## src/rtl/network_ctrl.sv

```systemverilog
// Command sequencer ahead of the network reset stage: turns host commands into
// shaped net_clear pulses and net_en run windows, returning one response per command.
module network_ctrl #(
  parameter int RUN_WIDTH = 16,
  parameter int CNT_WIDTH = 32
) (
  input  logic                 clk,
  input  logic                 arstn,
  input  logic                 cmd_valid,
  output logic                 cmd_ready,
  input  logic [1:0]           cmd_op,
  input  logic [RUN_WIDTH-1:0] cmd_arg,
  output logic                 net_clear,
  output logic                 net_en,
  output logic                 rsp_valid,
  input  logic                 rsp_ready,
  output logic [1:0]           rsp_op,
  output logic [CNT_WIDTH-1:0] cycle_count
);

  localparam logic [1:0] OP_NOP     = 2'd0;
  localparam logic [1:0] OP_CLR     = 2'd1;
  localparam logic [1:0] OP_RUN     = 2'd2;
  localparam logic [1:0] OP_CLR_RUN = 2'd3;

  typedef enum logic [2:0] {
    S_IDLE,
    S_CLEAR,
    S_GAP,
    S_RUN,
    S_RESP
  } state_t;

  state_t               state_q, state_d;
  logic [1:0]           op_q, op_d;
  logic [RUN_WIDTH-1:0] cnt_q, cnt_d;
  logic [CNT_WIDTH-1:0] cycle_count_q, cycle_count_d;
  logic                 cmd_ready_q, cmd_ready_d;
  logic                 net_clear_q, net_clear_d;
  logic                 net_en_q, net_en_d;
  logic                 rsp_valid_q, rsp_valid_d;
  logic [1:0]           rsp_op_q, rsp_op_d;

  always_comb begin
    state_d       = state_q;
    op_d          = op_q;
    cnt_d         = cnt_q;
    cycle_count_d = cycle_count_q;

    if (net_en_q && (cycle_count_q != {CNT_WIDTH{1'b1}})) begin
      cycle_count_d = cycle_count_q + CNT_WIDTH'(1);
    end

    case (state_q)
      S_IDLE: begin
        if (cmd_valid && cmd_ready_q) begin
          op_d  = cmd_op;
          cnt_d = cmd_arg;
          case (cmd_op)
            OP_NOP:     state_d = S_RESP;
            OP_CLR:     state_d = S_CLEAR;
            OP_CLR_RUN: state_d = S_CLEAR;
            default:    state_d = (cmd_arg != '0) ? S_RUN : S_RESP;
          endcase
        end
      end
      S_CLEAR: begin
        cycle_count_d = '0;
        state_d       = S_GAP;
      end
      S_GAP: begin
        state_d = ((op_q == OP_CLR_RUN) && (cnt_q != '0)) ? S_RUN : S_RESP;
      end
      S_RUN: begin
        // cnt_q holds the run cycles remaining, including the current one
        if (cnt_q == RUN_WIDTH'(1)) begin
          state_d = S_RESP;
        end else begin
          cnt_d = cnt_q - RUN_WIDTH'(1);
        end
      end
      S_RESP: begin
        if (rsp_valid_q && rsp_ready) begin
          state_d = S_IDLE;
        end
      end
      default: state_d = S_IDLE;
    endcase

    // Outputs are decoded from the next state so they register in step with it
    cmd_ready_d = (state_d == S_IDLE);
    net_clear_d = (state_d == S_CLEAR);
    net_en_d    = (state_d == S_RUN);
    rsp_valid_d = (state_d == S_RESP);
    rsp_op_d    = (state_d == S_RESP) ? op_d : rsp_op_q;
  end

  always_ff @(posedge clk or negedge arstn) begin
    if (!arstn) begin
      state_q       <= S_IDLE;
      op_q          <= OP_NOP;
      cnt_q         <= '0;
      cycle_count_q <= '0;
      cmd_ready_q   <= 1'b0;
      net_clear_q   <= 1'b0;
      net_en_q      <= 1'b0;
      rsp_valid_q   <= 1'b0;
      rsp_op_q      <= '0;
    end else begin
      state_q       <= state_d;
      op_q          <= op_d;
      cnt_q         <= cnt_d;
      cycle_count_q <= cycle_count_d;
      cmd_ready_q   <= cmd_ready_d;
      net_clear_q   <= net_clear_d;
      net_en_q      <= net_en_d;
      rsp_valid_q   <= rsp_valid_d;
      rsp_op_q      <= rsp_op_d;
    end
  end

  assign cmd_ready   = cmd_ready_q;
  assign net_clear   = net_clear_q;
  assign net_en      = net_en_q;
  assign rsp_valid   = rsp_valid_q;
  assign rsp_op      = rsp_op_q;
  assign cycle_count = cycle_count_q;

endmodule

```

## config.mk

```make
export PLATFORM = sky130hd
export DESIGN_NAME = network_ctrl
export DESIGN_NICKNAME = d
export VERILOG_FILES = /design/src/rtl/network_ctrl.sv
export SDC_FILE = /design/constraint.sdc
export NUM_CORES = 1
export LEC_CHECK = 0
export ABC_AREA = 1
export ABC_CLOCK_PERIOD_IN_PS = 2000
export BUFFER_PORTS_ARGS = -buffer_cell sky130_fd_sc_hd__buf_4
export CORE_MARGIN = 8
export CORE_UTILIZATION = 55
export DETAILED_ROUTE_END_ITERATION = 6
export PLACE_DENSITY = 0.76
export REMOVE_ABC_BUFFERS = 1
export SYNTH_ARGS = -nofsm -noshare
export SYNTH_HDL_FRONTEND = slang
export SYNTH_SLANG_ARGS = --single-unit
```

## constraint.sdc

```tcl
create_clock -name clk -period 2 [get_ports clk]
set_input_delay 0.3 -clock clk [delete_from_list [all_inputs] [get_ports clk]]
set_output_delay 0.3 -clock clk [all_outputs]
set_load 0.05 [all_outputs]
```

## Yosys cells after proc, flatten, opt, wreduce, memory -nomap -nowiden

Cells that the tools add are included.

- Add/sub/neg operators: 2
- Equal/unequal tests: 14
- Multiplexer cells: 14
- Reduce and logical (&&, ||, !) cells: 13

Operator list:

| kind | count |
|---|---|
| two-way mux 32 bit | 2 |
| adder 32 x 1 -> 32 bit (second input constant) | 1 |
| two-way mux 16 bit | 2 |
| inequality test 32 bit (second input constant) | 1 |
| case mux 16 bit (2 select lines) | 1 |
| nonzero test 16 bit | 2 |
| == test 16 x 1 -> 1 bit (second input constant) | 1 |
| subtractor 16 x 1 -> 16 bit (second input constant) | 1 |
| two-way mux 3 bit | 5 |
| case mux 3 bit (5 select lines) | 1 |
| == test 3 x 2 -> 1 bit (second input constant) | 3 |
| == test 3 x 1 -> 1 bit (second input constant) | 2 |
| == test 3 bit (second input constant) | 2 |
| logical NOT 3 bit | 2 |
| case mux 3 bit (2 select lines) | 1 |
| == test 2 bit (second input constant) | 2 |
| logical AND 1 bit | 4 |
| two-way mux 2 bit | 2 |
| inequality test 2 bit (second input constant) | 2 |
| nonzero test 2 bit | 2 |
| AND reduction 3 bit | 1 |
| == test 2 x 1 -> 1 bit (second input constant) | 1 |
| logical NOT 2 bit | 1 |
| OR reduction 2 bit | 1 |

- Bits in registers: 59
- Input port bits: 22
- Output and inout bits: 38

## Logic depth before layout (Yosys ltp)

Gate-level depths: netlist of run 1.

- Depth in word-level cells: 6
- Depth in mapped cells: 12

## Least setup slack after synthesis of run 1

Ideal clock, no wire load.

- Path type: register -> register
- From: register cycle_count_q[0] (netlist: cycle_count[0])
- To: register cycle_count_q[11] (netlist: cycle_count[11])
- Library setup time: 124 ps
- Data arrival time: 1928 ps
- Setup slack: -52 ps
- Cell stages (with the launch flop): 12
- Path buffers: 1
- Clock period less this slack: 2052 ps
- Cell sequence: dfrtp_1 -> ha_1 -> inv_1 -> nor2_4 -> nand2_2 -> nor2_4 -> nand2_1 -> nand2_2 -> nand2_2 -> buf_4 -> nand2_1 -> o21ai_1

- Word-level cells in the longest chain between the ends: 3
- Elaborated cells on any way between the ends: 6

RTL lines:

| what | RTL line | source |
|---|---|---|
| from (decl) | 37 | `logic [CNT_WIDTH-1:0] cycle_count_q, cycle_count_d;` |
| from (signal assigned) | 113 | `cycle_count_q <= cycle_count_d;` |
| adder 32 x 1 -> 32 bit or inequality test 32 bit (tied branches) | 51, 50 |  |
| two-way mux 32 bit or logical AND 1 bit (tied branches) | 50 | `if (net_en_q && (cycle_count_q != {CNT_WIDTH{1'b1}})) begin` |
| two-way mux 32 bit or nonzero test 2 bit (tied branches) | -- |  |

Parallel ways exist; a longest one is shown, timed or not. The select of a mux whose other input is x is not followed.
A chain may end at the register's enable or synchronous reset.

## Worst setup path after layout of run 1

- From: register cnt_q[9]
- To: register cnt_q[1]

- Word-level cells in the longest chain between the ends: 3

RTL lines:

| what | RTL line | source |
|---|---|---|
| from (decl) | 36 | `logic [RUN_WIDTH-1:0] cnt_q, cnt_d;` |
| from (signal assigned) | 112 | `cnt_q <= cnt_d;` |
| == test 16 x 1 -> 1 bit | 76 | `if (cnt_q == RUN_WIDTH'(1)) begin` |
| inequality test 2 bit (no source line) | -- |  |
| AND reduction 3 bit (no source line) | -- |  |

Every way passes these cells.

==> results of run 1 <==
## cell families (layout without fill, tap and decap cells)
family | Yosys count | count (layout) | share of synthesized area
XOR/XNOR | 10 | 10 | 0.02222
buffers and inverters | 76 | 150 | 0.08315
AO/OA/AOI/OAI | 48 | 48 | 0.06538
AND/OR/NAND/NOR | 408 | 408 | 0.4421
adder cells (fa/ha/maj) | 4 | 4 | 0.01269
flip-flops | 59 | 59 | 0.3745
## power groups by stage
| stage | sequential, W | clock [W] | combinational (W) |
|---|---|---|---|
| after floorplan | 0.00184 | 0 | 0.000890 |
| after global placement | 0.00168 | 0 | 0.00150 |
| after detailed placement | 0.00169 | 0 | 0.00155 |
| after CTS | 0.00167 | 0.00125 | 0.00156 |
| after global routing | 0.00171 | 0.00131 | 0.00176 |
| final | 0.00168 | 0.00124 | 0.00157 |
## metal layers
| metal | GRT usage | wire length (µm) |
|---|---|---|
| met1 | 0.2761 | 4687 |
| met2 | 0.4065 | 5553 |
| met3 | 0.03729 | 643 |
| met4 | 0.08837 | 210 |
| met5 | 0 | 0 |
## sequential cells by signal, indices dropped and copies added, names as in the netlist
signal,flops
cycle_count,32
op_q,2
rsp_op,2
cnt_q,16
rsp_valid,1
cmd_ready,1
state_q,3
net_clear,1
net_en,1
## path summary, 6_finish.rpt
check                                       end  slack [ps]  startpoint
worst min register to register          op_q[0]         510     op_q[0]
worst min-delay path            cycle_count[17]          20       arstn
worst max-delay path                   cnt_q[1]         130    cnt_q[9]
worst max register to register         cnt_q[1]         130    cnt_q[9]
max in group asynchronous       cycle_count[23]        1480       arstn
min in group clk                       cnt_q[8]         210  cmd_arg[8]
## synthesized netlist by cell type (5+ instances only)
library cell,n
sky130_fd_sc_hd__o21ai_1,15
sky130_fd_sc_hd__nor2_1,100
sky130_fd_sc_hd__nand2_1,212
sky130_fd_sc_hd__o21ai_0,19
sky130_fd_sc_hd__a21oi_1,6
sky130_fd_sc_hd__inv_2,6
sky130_fd_sc_hd__nand4_1,26
sky130_fd_sc_hd__buf_2,6
sky130_fd_sc_hd__dfrtp_1,59
sky130_fd_sc_hd__nand3_1,38
sky130_fd_sc_hd__nor3_1,15
sky130_fd_sc_hd__nand2_2,5
sky130_fd_sc_hd__xor2_1,8
sky130_fd_sc_hd__inv_1,56
## critical path, delay by kind of cell (launching register included)
family | cells | cell delay, ps
compound gates | 2 | 230
flops | 1 | 420
simple gates | 6 | 870
buf+inv | 1 | 220
## layout make-up
class	instances	area, µm²	share of cell area
clock buffers	10	127.6	0.02688
flip-flops and latches	59	1476	0.3109
multi-input cells	470	2146	0.4519
repair buffers	71	533.0	0.1123
inverters	63	251.5	0.05296
well taps	99	123.9	0.02609
clock inverters	6	90.09	0.01897
## per-stage QoR
step / setup TNS (ps) / hold slack [ps]
CTS: 0 / 46.39
floorplan: -2054 / 4.409
detailed placement: 0 / 426.4
finish: 0 / 19.74
global placement: 0 / 420.4
global route: 0 / 90.00
==> results by group, run 1 <==
Status
  • Run status: finished clean

Synth
  • Netlist cell types: 29
  • Cell area after synthesis: just under 4000 µm²
  • Asr flop ratio synth: 1.000
  • Leading register cell type out of synthesis: sky130_fd_sc_hd__dfrtp_1
  • Yosys warning count: 0
  • Synth Register Bits: 59
  • Post-synth top area share: 0.3745
  • Synthesized netlist cell count: between 600 and 700
  • Synthesized area per cell: approximately 6.5 µm²
  • Cell type with the highest aggregate area in the netlist: sky130_fd_sc_hd__dfrtp_1
  • Sequential area share after synthesis: 0.3745
  • Synth top area cells: sky130_fd_sc_hd__dfrtp_1, sky130_fd_sc_hd__nand2_1, sky130_fd_sc_hd__nor2_1, sky130_fd_sc_hd__inv_1, sky130_fd_sc_hd__nand3_1
  • EDFF count, synth: 0

Global route
  • Overflow after GRT: 0
  • Largest net degree at the start of global routing: 60
  • Via count of the first global-routing pass: about 4.1k
  • Global-route wire length before repair: 18980 µm
  • Number of antenna violations at the first check in global routing: 0
  • GRT Total Usage: 0.2320

Detailed routing
  • Initial DRC Count: about 180
  • Antenna-violating nets left: 0
  • Remaining design rule violation count: 0
  • Total iterations of the first detailed-routing run: 5
  • Wire length reported by the detailed router: ~11000 µm
  • Routed length per placed instance: around 14 µm
  • Via count normalized by instance count: 5.288
  • Vias after detailed routing: 4114

Critical path
  • Worst Path Arrival: around 2100 ps
  • Cell depth of the worst flop-to-flop path: 9
  • Startpoint Class: register
  • Class of the most critical setup path: register to register
  • Maximum net fanout on the critical path: 15
  • Standard cell with the maximum stage delay on the critical path: sky130_fd_sc_hd__dfrtp_1
  • Critical Path Max Stage Delay: between 400 and 500 ps
  • Crit end category: register
  • Cell-by-cell trace of the critical path: nor2_1, nand2_1, nor2_1, nand2_1, nand2_2, nand2_2, buf_4, o211ai_1, o21ai_0
  • Req. time, crit path: 2220 ps

Die
  • Y dimension of the die: 100.7 µm
  • Row count: 31
  • Total core area: approximately 7100 µm²
  • Initial cell density of the core: 0.5554
  • Die width: 100.7 µm
  • Floorplan die area: a little over 10000 µm²
  • Top-Level Pins: 60

Timing
  • Unrepaired setup endpoints after global routing: no
  • Fmax: between 500 and 600 MHz
  • Max-Slew Margin vs Limit: 0.4913
  • Number of max-slew violations in the final report: 0
  • Final min period: approximately 1900 ps
  • Post-layout worst setup margin: roughly 130 ps
  • Post-Route Skew: between 6 and 7 ps
  • Final Hold Viols: 0
  • Post-route clock period utilization: 0.9333
  • Final Setup Violations: 0
  • Worst Max-Slew Pin Slew: about 760 ps

Clock network
  • Clock slew seen by the registers of the worst setup and hold paths: roughly 80 ps
  • Clock latency on the worst-skew pair: 350 ps
  • Count of clock tree sinks: about 60
  • Total CTS buffers: 9
  • Clock root buffer: sky130_fd_sc_hd__clkbuf_8
  • Number of hold buffers added after cts: 0
  • CTS tree: yes
  • CTS H-tree lvls: 3
  • Post-CTS setup-driven buffer insertion count: 0
  • CTS resizes: 0
  • Clock Path Buffers: 2

Finish
  • Final design utilization: 0.6690
  • Commonest non-fill, non-tap cell in the layout: sky130_fd_sc_hd__nand2_1
  • Final instance count without filler cells: between 700 and 800
  • Layout area overhead: 20.44%
  • Commonest cells after routing, fill and taps aside: sky130_fd_sc_hd__nand2_1, sky130_fd_sc_hd__nor2_1, sky130_fd_sc_hd__buf_4
  • Filler cell count in the final layout: 640
  • Post-route standard cell area excluding fillers: about 4700 µm²
  • Ratio of cells with drive above 1 in the final layout: 0.1635
  • Count of inserted antenna diode cells: 0
  • Post-layout net count: 700

Placed design
  • Sum of net half-perimeters after detailed placement: 8071 µm
  • Number of placed cells counting well taps: 762
  • GPL Wtd Cong: between 0.8 and 0.9
  • Placement Setup Slack: 138.7 ps
  • Placement-stage cell area: between 4000 and 5000 µm²
  • Number of buffer cells added on primary ports: approximately 60

Power
  • Max VDD drop: between 0.9 and 1 mV
  • Internal power contribution: around 0.0026 W
  • Total power divided by cell area: ~940 nW/µm²
  • Leakage: about 2.3 nW
  • Switching power share of the total: 0.4101
  • NetSw: 0.001839 W
  • Final Power: between 0.004 and 0.005 W
  • Sequential share of power: 0.374
  • Share of total power in the clock network: 0.276
  • Combinational fraction of design power: 0.350

Flow run
  • Max-capacitance violation count: 0

Min path
  • Hold Path Class: input pin to async pin
Note: power is estimated with default switching activity, not from simulation.
==> inputs of run 2 (changes only) <==
--- a/config.mk
+++ b/config.mk
@@ -13,6 +13,7 @@
 export DETAILED_ROUTE_END_ITERATION = 6
 export PLACE_DENSITY = 0.76
 export REMOVE_ABC_BUFFERS = 1
+export SETUP_SLACK_MARGIN = 0.2
 export SYNTH_ARGS = -nofsm -noshare
 export SYNTH_HDL_FRONTEND = slang
 export SYNTH_SLANG_ARGS = --single-unit
==> run 2 against run 1 <==
Die area is the same. First-iteration DRC count up 11%. Fmax is 7.0% higher. Via count increased by 1.2%. Critical path depth down 2. Sequential power about the same. Wire length rose by 2.9%. Clock power hardly changed. Hold slack gained 0.67 ps. Combinational power rose by 7%. Critical endpoint is now cycle_count[26].
==> results by group, run 2 (synthesis results as in run 1) <==
Clock network
  • Clock latency on the worst-skew pair: 350 ps
  • CTS tree: yes
  • CTS H-tree lvls: 3
  • Clock Path Buffers: 2
  • Count of clock tree sinks: between 50 and 60
  • Clock root buffer: sky130_fd_sc_hd__clkbuf_8
  • Clock slew seen by the registers of the worst setup and hold paths: about 80 ps
  • Number of hold buffers added after cts: 0
  • Total CTS buffers: 9

Die
  • Top-Level Pins: 60
  • Die width: approximately 100 µm
  • Initial cell density of the core: 0.5554
  • Total core area: between 7000 and 8000 µm²
  • Y dimension of the die: between 100 and 150 µm
  • Floorplan die area: slightly above 10000 µm²
  • Row count: 31

Placed design
  • GPL Wtd Cong: just under 0.9
  • Placement Setup Slack: between 100 and 150 ps
  • Sum of net half-perimeters after detailed placement: 8071 µm
  • Placement-stage cell area: 4513 µm²
  • Number of buffer cells added on primary ports: 59

Detailed routing
  • Routed length per placed instance: between 10 and 15 µm
  • Initial DRC Count: between 150 and 200
  • Remaining design rule violation count: 0
  • Antenna-violating nets left: 0
  • Via count normalized by instance count: roughly 5.3
  • Wire length reported by the detailed router: roughly 11000 µm
  • Total iterations of the first detailed-routing run: 5
  • Vias after detailed routing: 4165

Critical path
  • Startpoint Class: register
  • Worst reg2reg setup slack: 260 ps
  • Maximum net fanout on the critical path: 6
  • Cell depth of the worst flop-to-flop path: 7
  • Cell-by-cell trace of the critical path: nand2_1, nor3_1, nand2_1, nor2_1, nand3_1, nand4_1, nand2_1
  • Crit-path most repeated cell: sky130_fd_sc_hd__nand2_1
  • Class of the most critical setup path: register to register
  • Critical Path Stages: 7
  • Launch point of the worst reg-to-reg path: cycle_count[7]
  • Worst setup path startpoint: cycle_count[7]
  • Worst Path Arrival: 1980 ps
  • Capturing element of the worst setup path: cycle_count[26]
  • Critical Path Max Stage Delay: 480 ps
  • Largest delay share family, worst path: simple AND/OR/NAND/NOR gates
  • Crit end category: register
  • Standard cell with the maximum stage delay on the critical path: sky130_fd_sc_hd__dfrtp_1
  • Crit path buffers/inverters: 0
  • Reg2reg end: cycle_count[26]
  • Req. time, crit path: around 2200 ps

Finish
  • Layout area overhead: 22.85%
  • Post-layout net count: 702
  • Ratio of cells with drive above 1 in the final layout: 0.1850
  • Post-route standard cell area excluding fillers: between 4000 and 5000 µm²
  • Area of the multi-input gates: between 2000 and 2500 µm²
  • Register area: 1478 µm²
  • Commonest non-fill, non-tap cell in the layout: sky130_fd_sc_hd__nand2_1
  • Max FFs per register: 32
  • Filler cell count in the final layout: between 600 and 700
  • Count of inserted antenna diode cells: 0
  • Commonest cells after routing, fill and taps aside: sky130_fd_sc_hd__nand2_1, sky130_fd_sc_hd__nor2_1, sky130_fd_sc_hd__buf_4

Timing
  • Final Setup Violations: 0
  • Max-Slew Margin vs Limit: 0.4936
  • Post-Route Skew: 6.474 ps
  • Post-layout worst setup margin: around 260 ps
  • Fmax: roughly 570 MHz
  • Unrepaired setup endpoints after global routing: yes
  • Tightest hold margin: between 20 and 25 ps
  • Final min period: between 1500 and 2000 ps
  • Post-route clock period utilization: 0.8719
  • Final Hold Viols: 0
  • Worst Max-Slew Pin Slew: ~760 ps
  • Number of max-slew violations in the final report: 0

Min path
  • Hold Path Class: input pin to async pin

Power
  • Max VDD drop: ~0.93 mV
  • Leakage: 2.285 nW
  • Total power divided by cell area: 952.7 nW/µm²

Global route
  • GRT Total Usage: 0.2318
  • Global-route wire length before repair: ~19000 µm
  • Via count of the first global-routing pass: around 4k
  • Number of antenna violations at the first check in global routing: 0
  • Largest net degree at the start of global routing: 60
  • Overflow after GRT: 0

Status
  • Run status: finished clean

Flow run
  • Max-capacitance violation count: 0
[run 2: changes by cell type in the layout (fill, tap and decap cells not counted), sizes merged]
cell | before | now
buf | 71 | 72
inv | 62 | 63
[run 2: stage by stage]
| stage | setup TNS [ps] | utilization | power [W] | cells |
|---|---|---|---|---|
| floorplan | -2054 | - | 0.002726 | 592 |
| global placement | 0 | 0.6358 | 0.003180 | 762 |
| detailed placement | 0 | 0.6358 | 0.003241 | 762 |
| CTS | 0 | 0.6690 | 0.004492 | 778 |
| global route | 0 | 0.6824 | 0.004903 | 780 |
| finish | 0 | 0.6824 | 0.004614 | 780 |
[run 2: worst register-to-register path, cell delays in order, from the launching register on]
cell,delay [ps]
sky130_fd_sc_hd__dfrtp_1,480
sky130_fd_sc_hd__nand2_1,140
sky130_fd_sc_hd__nor3_1,290
sky130_fd_sc_hd__nand2_1,110
sky130_fd_sc_hd__nor2_1,320
sky130_fd_sc_hd__nand3_1,120
sky130_fd_sc_hd__nand4_1,120
sky130_fd_sc_hd__nand2_1,50
[run 2: layout make-up]
| cell class | instances | area share |
|---|---|---|
| clock buffer | 10 | 0.02635 |
| tap | 99 | 0.02557 |
| timing repair inverter | 1 | 0.002325 |
| multi-input combinational | 470 | 0.4567 |
| clock inverter | 6 | 0.01860 |
| timing repair buffer | 72 | 0.1124 |
| sequential | 59 | 0.3051 |
| inverter | 63 | 0.05296 |
[run 2: how the worst min path moves through the flow]
| stage | start | endpoint | slack, ps | depth (start not counted) |
|---|---|---|---|---|
| 6_report | arstn | cycle_count[17] | 20 | 1 |
| 5_1_grt | arstn | cycle_count[17] | 90 | 1 |
| 4_1_cts | arstn | cycle_count[17] | 50 | 1 |
| 3_5_place_dp | arstn | cycle_count[17] | 430 | 1 |
| 3_3_place_gp | arstn | cycle_count[18] | 420 | 1 |
| 2_1_floorplan | arstn | cmd_ready | 4 | 0 |
[run 2: repair_timing]
action,CTS,global route
cloned,0,1
pin swaps,0,0
buffers inserted,0,1
gates resized for setup,4,23
setup endpoints to repair,29,49
[run 2: layer usage]
| layer | global-route usage | up-vias | routed length [µm] |
|---|---|---|---|
| met5 | 0 | - | 0 |
| met4 | 0.08837 | 0 | 213 |
| met3 | 0.03729 | 19 | 610 |
| met2 | 0.4116 | 121 | 5801 |
| met1 | 0.2715 | 1956 | 4789 |
| li1 | - | 2069 | - |
[run 2: where the power goes]
group	internal (W)	switching (W)
Clock	0.000704	0.000534
Combinational	0.000549	0.00113
Sequential	0.00145	0.000250
==> inputs of run 3 (changes only) <==
--- a/config.mk
+++ b/config.mk
@@ -6,7 +6,7 @@
 export NUM_CORES = 1
 export LEC_CHECK = 0
 export ABC_AREA = 1
-export ABC_CLOCK_PERIOD_IN_PS = 2000
+export ABC_CLOCK_PERIOD_IN_PS = 1910
 export BUFFER_PORTS_ARGS = -buffer_cell sky130_fd_sc_hd__buf_4
 export CORE_MARGIN = 8
 export CORE_UTILIZATION = 55
==> constraint.sdc (replaced) <==
create_clock -name clk -period 1.91 [get_ports clk]
set_input_delay 0.2865 -clock clk [delete_from_list [all_inputs] [get_ports clk]]
set_output_delay 0.2865 -clock clk [all_outputs]
set_load 0.05 [all_outputs]
==> run 3 against run 2 <==
Power rose by 5.9%. Die area is the same. Worst setup slack got worse by 28 ps. Fmax up 3.7%. Critical endpoint is now cycle_count[3]. Critical path type unchanged. Global-route usage fell by 0.14 points. Sequential cell count did not move. Sequential power increased by 5%. Hold slack got worse by 9.1 ps.
==> results by group, run 3 (synthesis results as in run 1) <==
Status
  • Run status: finished clean

Clock network
  • Total CTS buffers: 9
  • Clock Path Buffers: 2
  • Clock slew seen by the registers of the worst setup and hold paths: 70 ps
  • CTS tree: yes
  • Clock root buffer: sky130_fd_sc_hd__clkbuf_8
  • CTS H-tree lvls: 3
  • Count of clock tree sinks: just under 60
  • Clock latency on the worst-skew pair: between 300 and 400 ps
  • Number of hold buffers added after cts: 0

Timing
  • Post-Route Skew: 10.84 ps
  • Final min period: ~1700 ps
  • Final Hold Viols: 0
  • Final sum of negative setup slack: 0 ps
  • Final Setup Violations: 0
  • Fmax: roughly 600 MHz
  • Number of max-slew violations in the final report: 0
  • Unrepaired setup endpoints after global routing: yes
  • Max-Slew Margin vs Limit: 0.4957
  • Post-route clock period utilization: 0.8805
  • Worst Max-Slew Pin Slew: around 760 ps

Global route
  • Global-route wire length before repair: roughly 19000 µm
  • GRT Total Usage: 0.2304
  • Via count of the first global-routing pass: 4237
  • Overflow after GRT: 0
  • Number of antenna violations at the first check in global routing: 0
  • Largest net degree at the start of global routing: 60

Critical path
  • Req. time, crit path: ~2200 ps
  • Critical Path Max Stage Delay: between 400 and 500 ps
  • Worst Path Arrival: between 1500 and 2000 ps
  • Largest delay share family, worst path: simple AND/OR/NAND/NOR gates
  • Startpoint Class: register
  • Class of the most critical setup path: register to register
  • Cell-by-cell trace of the critical path: nand2_1, nor3_1, nand2_1, nor2_1, nand2_2, nand2_8, buf_12, nand2_4, nand2_1, nand2_1
  • Crit-path most repeated cell: sky130_fd_sc_hd__nand2_1
  • Maximum net fanout on the critical path: 6
  • Crit path buffers/inverters: 1
  • Crit end category: register
  • Standard cell with the maximum stage delay on the critical path: sky130_fd_sc_hd__dfrtp_1

Die
  • Row count: 31
  • Total core area: a little over 7000 µm²
  • Y dimension of the die: a little over 100 µm
  • Floorplan die area: about 10000 µm²
  • Initial cell density of the core: 0.5554
  • Die width: 100.7 µm
  • Top-Level Pins: 60

Detailed routing
  • Total iterations of the first detailed-routing run: 5
  • Wire length reported by the detailed router: between 10000 and 15000 µm
  • Remaining design rule violation count: 0
  • Via count normalized by instance count: ~5.4
  • Antenna-violating nets left: 0
  • Routed length per placed instance: about 14 µm
  • Initial DRC Count: between 200 and 250
  • Vias after detailed routing: between 4k and 5k

Placed design
  • GPL Wtd Cong: approximately 0.9
  • Number of buffer cells added on primary ports: 59
  • Sum of net half-perimeters after detailed placement: ~8300 µm
  • Placement-stage cell area: between 4000 and 5000 µm²

Finish
  • Layout area overhead: 28.15%
  • Filler cell count in the final layout: between 600 and 700
  • Max FFs per register: 32
  • Post-route standard cell area excluding fillers: approximately 5100 µm²
  • Commonest non-fill, non-tap cell in the layout: sky130_fd_sc_hd__nand2_1
  • Commonest cells after routing, fill and taps aside: sky130_fd_sc_hd__nand2_1, sky130_fd_sc_hd__nor2_1, sky130_fd_sc_hd__buf_4
  • Count of inserted antenna diode cells: 0
  • Post-layout net count: around 720
  • Ratio of cells with drive above 1 in the final layout: 0.2171

Flow run
  • Max-capacitance violation count: 0

Power
  • Leakage: ~2.4 nW
  • Total power divided by cell area: ~970 nW/µm²
  • Max VDD drop: 0.8588 mV

Min path
  • Hold Path Class: input pin to async pin
run 3: cell count changes in the layout (fill, tap and decap cells not counted), moves of 2 or more:
cell,change
sky130_fd_sc_hd__nor2_1,-3
sky130_fd_sc_hd__dfrtp_2,+2
sky130_fd_sc_hd__nand2_2,+3
sky130_fd_sc_hd__buf_4,+17
sky130_fd_sc_hd__clkbuf_8,+2
sky130_fd_sc_hd__clkinv_2,+2
sky130_fd_sc_hd__dfrtp_1,-2
sky130_fd_sc_hd__nor2_2,+2
sky130_fd_sc_hd__inv_1,+2
sky130_fd_sc_hd__nand2_1,-2
sky130_fd_sc_hd__clkinv_4,-2
run 3: cell type report:
cell class | instances | area [µm²] | area share
well taps | 99 | 123.9 | 0.02452
repair inverters | 1 | 8.758 | 0.001734
flip-flops and latches | 59 | 1480 | 0.2930
repair buffers | 90 | 691.9 | 0.1369
multi-input cells | 471 | 2246 | 0.4445
clock buffers | 11 | 151.4 | 0.02997
clock inverters | 5 | 75.07 | 0.01486
inverters | 63 | 275.3 | 0.05448
run 3: power breakdown:
group | leakage [nW] | internal (W) | total [W] | switching, W
Combinational | 1.54 | 0.000603 | 0.00177 | 0.00117
Clock | 0.119 | 0.000799 | 0.00133 | 0.000527
Sequential | 0.778 | 0.00152 | 0.00179 | 0.000277
Total | 2.43 | 0.00292 | 0.00489 | 0.00197
run 3: what timing repair did:
action	CTS	global route
endpoints found under the setup margin	30	51
buffers inserted	0	7
cloned	0	2
hold endpoints to repair	0	0
resized for setup	5	34
run 3: through the flow:
stage | hold slack, ps | total power [W] | instances | setup WS [ps] | utilization
2_1_floorplan | -9.091 | 0.002854 | 592 | -172.9 | -
3_3_place_gp | 403.8 | 0.003340 | 774 | 167.3 | 0.6485
3_5_place_dp | 411.0 | 0.003396 | 774 | 91.23 | 0.6485
4_1_cts | 33.93 | 0.004743 | 790 | 206.9 | 0.6832
5_1_grt | 81.30 | 0.005193 | 799 | 141.3 | 0.7118
6_report | 11.34 | 0.004888 | 799 | 228.3 | 0.7118
run 3: worst paths after layout:
check	endpoint	cells after the start	startpoint	slack (ps)
setup reg to reg	cycle_count[3]	10	cycle_count[24]	230
hold reg to reg	rsp_op[0]	2	rsp_op[0]	520
max in group asynchronous	cycle_count[22]	1	arstn	1370
hold / removal	cycle_count[8]	1	arstn	10
min in group clk	cnt_q[8]	3	cmd_arg[8]	200
setup / recovery	cycle_count[3]	10	cycle_count[24]	230
run 3: worst register-to-register path, stage by stage, from the launching register on:
cell,delay [ps]
sky130_fd_sc_hd__dfrtp_1,410
sky130_fd_sc_hd__nand2_1,110
sky130_fd_sc_hd__nor3_1,210
sky130_fd_sc_hd__nand2_1,130
sky130_fd_sc_hd__nor2_1,160
sky130_fd_sc_hd__nand2_2,110
sky130_fd_sc_hd__nand2_8,140
sky130_fd_sc_hd__buf_12,120
sky130_fd_sc_hd__nand2_4,60
sky130_fd_sc_hd__nand2_1,80
sky130_fd_sc_hd__nand2_1,50
run 3: layer usage:
layer,up-vias,track usage,part of all wire
li1,2110,-,-
met5,-,0,0
met4,0,0.09419,0.022
met1,1972,0.2717,0.42
met2,165,0.3989,0.50
met3,30,0.04420,0.053
